`src/rtl/io_sequencer.sv`:
```
// io_sequencer: run/stall sequencer for IN/OUT/HALT with debounced confirm button
module io_sequencer #(
    parameter int DEBOUNCE_CYCLES = 50000,
    parameter int IN_WIDTH        = 18,
    parameter int OUT_WIDTH       = 28
) (
    input  logic                 clock,
    input  logic                 reset_n,
    input  logic                 op_in,
    input  logic                 op_out,
    input  logic                 op_halt,
    input  logic                 key_confirm,
    input  logic [IN_WIDTH-1:0]  switches,
    input  logic [OUT_WIDTH-1:0] out_data,
    output logic                 cpu_enable,
    output logic [IN_WIDTH-1:0]  in_value,
    output logic [OUT_WIDTH-1:0] display_value,
    output logic                 out_valid,
    output logic                 waiting_in,
    output logic                 halted
);
    localparam int CW = $clog2(DEBOUNCE_CYCLES);
    typedef enum logic [1:0] {RUN, WAIT_IN, COMMIT_IN, HALTED} state_t;
    state_t state, state_nx;
    logic sync_0, key_sync, key_stable, key_stable_d, confirm_pulse;
    logic [CW-1:0] cnt;
    always_ff @(posedge clock) begin
        if (!reset_n) begin
            sync_0        <= 1'b1;
            key_sync      <= 1'b1;
            key_stable    <= 1'b1;
            key_stable_d  <= 1'b1;
            confirm_pulse <= 1'b0;
            cnt           <= '0;
        end else begin
            sync_0        <= key_confirm;
            key_sync      <= sync_0;
            key_stable_d  <= key_stable;
            confirm_pulse <= key_stable_d & ~key_stable;
            if (key_sync == key_stable)
                cnt <= '0;
            else if (cnt == CW'(DEBOUNCE_CYCLES - 1)) begin
                key_stable <= key_sync;
                cnt        <= '0;
            end else
                cnt <= cnt + CW'(1);
        end
    end
    always_ff @(posedge clock) begin
        if (!reset_n)
            state <= RUN;
        else
            state <= state_nx;
    end
    always_comb begin
        state_nx   = state;
        cpu_enable = 1'b0;
        unique case (state)
            RUN: begin
                cpu_enable = ~op_in & ~op_halt;
                state_nx   = op_halt ? HALTED : op_in ? WAIT_IN : RUN;
            end
            WAIT_IN:   state_nx = confirm_pulse ? COMMIT_IN : WAIT_IN;
            COMMIT_IN: begin
                cpu_enable = 1'b1;
                state_nx   = RUN;
            end
            HALTED:    state_nx = HALTED;
            default:   state_nx = RUN;
        endcase
    end
    always_ff @(posedge clock) begin
        if (!reset_n) begin
            in_value      <= '0;
            display_value <= '0;
            out_valid     <= 1'b0;
        end else begin
            if (state == WAIT_IN && confirm_pulse)
                in_value <= switches;
            if (state == RUN && cpu_enable && op_out) begin
                display_value <= out_data;
                out_valid     <= 1'b1;
            end
        end
    end
    assign waiting_in = (state == WAIT_IN);
    assign halted     = (state == HALTED);
endmodule

```
`config.mk`:
```
export PLATFORM = sky130hd
export DESIGN_NAME = io_sequencer
export DESIGN_NICKNAME = d
export VERILOG_FILES = /design/src/rtl/io_sequencer.sv
export SDC_FILE = /design/constraint.sdc
export NUM_CORES = 1
export LEC_CHECK = 0
export ABC_CLOCK_PERIOD_IN_PS = 4510
export CORE_MARGIN = 1.5
export CORE_UTILIZATION = 35
export DETAILED_ROUTE_END_ITERATION = 10
export HOLD_SLACK_MARGIN = 0.15
export PLACE_DENSITY = 0.71
export SLEW_MARGIN = 20
export SYNTH_ARGS = -nofsm -noshare
export SYNTH_HDL_FRONTEND = slang
export SYNTH_SLANG_ARGS = --single-unit
```
`constraint.sdc`:
```
create_clock -name clock -period 4.51 [get_ports clock]
set_clock_uncertainty 0.1 [all_clocks]
set_input_delay 0.451 -clock clock [delete_from_list [all_inputs] [get_ports clock]]
set_output_delay 0.451 -clock clock [all_outputs]
set_load 0.05 [all_outputs]
```
## Yosys cells after proc, flatten, opt, wreduce, memory -nomap -nowiden

Index checks and enable logic that the tools add are counted.

- Eq/ne operators: 5
- Shift operators: 0
- Magnitude comparators: 0
- Muxes and demuxes: 5
- Add/subtract/negate cells: 1
- $mul: 0
- Div/mod/pow operators: 0
- Bitwise logic cells: 7
- Reductions and logical operators: 6

Operator list:

| kind | number |
|---|---|
| adder 16 x 1 -> 16 bit, second input constant | 1 |
| == test 16 bit, second input constant | 1 |
| one-hot mux 2 bit (4 select lines) | 1 |
| inverter 1 bit | 5 |
| == test 2 bit, second input constant | 2 |
| 2-to-1 mux 2 bit | 2 |
| logical AND 1 bit | 3 |
| OR reduction 3 bit | 1 |
| bitwise AND 1 bit | 2 |
| == test 2 x 1 -> 1 bit, second input constant | 1 |
| zero test 2 bit | 1 |
| one-hot mux 1 bit (2 select lines) | 1 |
| AND reduction 2 bit | 1 |
| == test 1 bit | 1 |
| 2-to-1 mux 1 bit | 1 |

- Logic and storage cells: 34
- Bits in writable memories: 0
- Memory bits (read-only): 0
- Latch bits: 0
- Bits in registers: 70
- Output and inout bits: 50
- Memories: 0

## Depth between registers and ports, before layout

- Word-level depth: 5
- Depth in mapped cells: 6

## Worst setup path after synthesis

No wires, ideal clock.

- Path type: register to register
- Start point: reg state[0]
- End point: reg state[0]
- Required time: 4.256 ns
- Data arrival time: 1.874 ns
- Cell stages (with the launch flop): 6
- Period minus slack after synthesis: 2.129 ns
- Slack: 2.381 ns
- Library setup time: 0.154 ns
- Buffers on the path: 1
- Path through: dfxtp_1 -> nor2b_1 -> nand2_1 -> clkbuf_1 -> nand2_1 -> nor2_1

- Cells in the longest elaborated chain, start to end: 2

Ends and longest elaborated chain:

| what | RTL line | RTL |
|---|---|---|
| start, declared | 24 | `state_t state, state_nx;` |
| start signal, assigned | 53 | `state <= state_nx;` |
| == test 2 x 1 -> 1 bit | -- |  |
| named net waiting_in | 19 | `output logic waiting_in,` |
| one-hot mux 2 bit (4 select lines) | 58 | `unique case (state)` |

The timed path passes the listed nets, and every way through them passes these cells.
A chain may end at the register's enable or synchronous reset.

## Final worst setup path

- Start point: in op_halt
- End point: out cpu_enable

- Cells in the longest elaborated chain, start to end: 3

Ends and longest elaborated chain:

| what | RTL line | RTL |
|---|---|---|
| start, declared | 11 | `input logic op_halt,` |
| inverter 1 bit | 60 | `cpu_enable = ~op_in & ~op_halt;` |
| bitwise AND 1 bit | 60 |  |
| one-hot mux 1 bit (2 select lines) | 58 |  |
| end, declared | 15 | `output logic cpu_enable,` |

No other way between the ends.

==> metrics <==
status finished, final reports clean; Post-CTS Hold Buffers 0; largest net degree at the start of global routing 54; slew margin rel. 33.2%; worst hold-check path type flop to flop; Worst-Margin Slew 1.00 ns; final std cells w/o fill between 500 and 600; CP endpoint kind output pin; drt wl/cell 11.8 um; CP Data Arrival Time 1.97 ns; largest cells by area after synthesis dfxtp_1, nand2_1, a21boi_0, xnor2_1, nor2_1; Die Y a little over 90 um; # DRC 0; Post-Syn Instances 312; Fmax achieved 0.397 GHz; setup bufs post-CTS 0; final hold violations 0; yosys warns 0; CP max FO 3; ys flop type dfxtp_1; Avg Cell Area, Syn 8.62 um2; full die area 0.00822 mm2; Die W 90.7 um; vias per cell 4.55; r2r endpoint display_value[20]; TritonCTS clock tree done; crit share post-route 55.9%; share of layout cells above drive strength 1 4.81%; critical-path cell list clkdlybuf4s50_1 > nor2_1 > nor2_1 > nor2_1 > clkdlybuf4s50_1; GRT Util Overall 15.6%; register area 0.00140 mm2; Crit path depth 5; Layout area overhead 46.6%; post-CTS resize count 0; Clock Latency Late Sink approximately 0.33 ns; total clock sinks 70; area taken by multi-input logic gates 0.00121 mm2; Synth area leader dfxtp_1; Filler cells 677; EDFF count, synth 0; first-pass GRT wire length 10.4 mm; setup TNS 0 ns; ys async rst share 0%; Post-DP Area approximately 0.0038 mm2; WP data required 3.96 ns; GPL Wtd Cong 0.820; Nets 464; post-synth cell types 31; slowest CP cell clkdlybuf4s50_1; Worst path most repeated cell nor2_1; Leak around 1.3 nW; unrepaired setup endpoints after global routing false; initial antenna violation count 0; Max stage delay on crit path 0.82 ns; Worst setup SP type input pin; Clock Tree Buf Depth 2; Core ar. 0.00733 mm2; crit path to cpu_enable; CP Class input pin to output pin; IO Pins 102; Core Rows 31; Post-Place Cells 499; initial core utilization 36.7%; Syn Nets ~370; number of global-route vias before repair approximately 2.3k; via count 2,345; Post-DP HPWL 4.32 mm; fin util 53.8%; Remaining Overflow, GRT 0; Inserted Diodes 0; Power Dens Cells 302 mW/mm2; htree depth 3; max_cap viols 0; Port Buffers 101; Iter 0 DRT Violations 78; Slew Viols, Final 0; Initial DRT Pass Iterations 4; Worst-path clk slew 0.07 ns; share of the synthesized area in the top cell type a little over half; Final Power 1.19 mW; Routed WL 6.08 mm; Reg2Reg Setup Slack 2.39 ns; minimum clock period approximately 2.5 ns; RR Startpoint state[0]; Mapped Area 0.00269 mm2; final setup vio count 0; R2R cell count 4; VDD IR max 0.205 mV; CP top delay family buffers and inverters; sequential-to-total area share from yosys stat 52.1%; final instance area roughly 0.004 mm2; CTS root buf clkbuf_8; CP bufs+invs 2; cts bufs inserted 9; Yosys reg bits 70; CP startpoint op_halt; Post-DRT Antenna Nets 0
-- cells in the final DEF (no fill, tap or decap), types with 6 or more instances in the layout --
master           synthesis  final
xnor2_1                 11     11
nor2_1                  24     24
nand2_1                 98     98
a21boi_0                47     47
nand3_1                  6      6
dfxtp_1                 70     70
clkbuf_8                 0     10
clkdlybuf4s50_1          0    101
-- power breakdown --
part           switching, mW  internal [mW]  total (mW)
logic                 0.0610         0.0662       0.127
clock network          0.218          0.212       0.430
registers            0.00570          0.627       0.633
-- per-stage QoR --
step | setup slack (ns) | hold slack (ns)
6_report | 1.99 | 0.314
5_1_grt | 1.86 | 0.343
4_1_cts | 1.99 | 0.322
3_5_place_dp | 1.88 | 0.296
3_3_place_gp | 1.92 | 0.298
2_1_floorplan | 2.38 | 0.286
-- sequential cells by signal, summed over array words and instances (netlist names) --
name           count
in_value          18
sync_0             1
display_value     28
state              2
key_stable_d       1
out_valid          1
key_stable         1
key_sync           1
confirm_pulse      1
cnt               16
-- kinds of logic (layout without fill, tap and decap cells) --
kind of cell	count (synthesis)	after routing	synth area share [%]
and+or+nand+nor	155	155	25.2
DFF	70	70	52.1
AOI/OAI and AO/OA	52	52	14.3
buffers and inverters	19	123	2.98
xor gates and xnor gates	14	14	4.56
adders and majority gates	1	1	0.465
muxes	1	1	0.372
-- metal layers --
layer	vias to the layer above	GRT usage, %	routed length [um]
met4	0	6.08	67
met1	1057	18.1	2710
met5	-	0	0
li1	1214	-	-
met3	4	6.14	451
met2	70	25.6	2850
-- synth_stat cells, types with 4 or more instances --
cell	instances
a21boi_0	47
and2_1	4
nor4_1	4
buf_2	4
nor2_1	24
nand2_1	98
nor3_1	4
nand3_1	6
xnor2_1	11
inv_1	4
clkbuf_1	10
dfxtp_1	70
-- cell type report --
| type | count | share of cell area, % |
|---|---|---|
| clock buffers | 12 | 3.68 |
| clock inverters | 4 | 0.571 |
| inverters | 4 | 0.381 |
| multi-input cells | 223 | 30.7 |
| flip-flops and latches | 70 | 35.5 |
| well taps | 99 | 3.14 |
| repair buffers | 103 | 26.0 |
-- how the worst min path moves through the flow --
stage            from        to  slack (ns)  cells past startpoint
2_1_floorplan  sync_0  key_sync        0.29                      1
3_3_place_gp   sync_0  key_sync        0.30                      1
3_5_place_dp   sync_0  key_sync        0.30                      1
4_1_cts        sync_0  key_sync        0.32                      1
5_1_grt        sync_0  key_sync        0.34                      1
6_report       sync_0  key_sync        0.31                      1
Note: power is estimated with default switching activity, not from simulation.
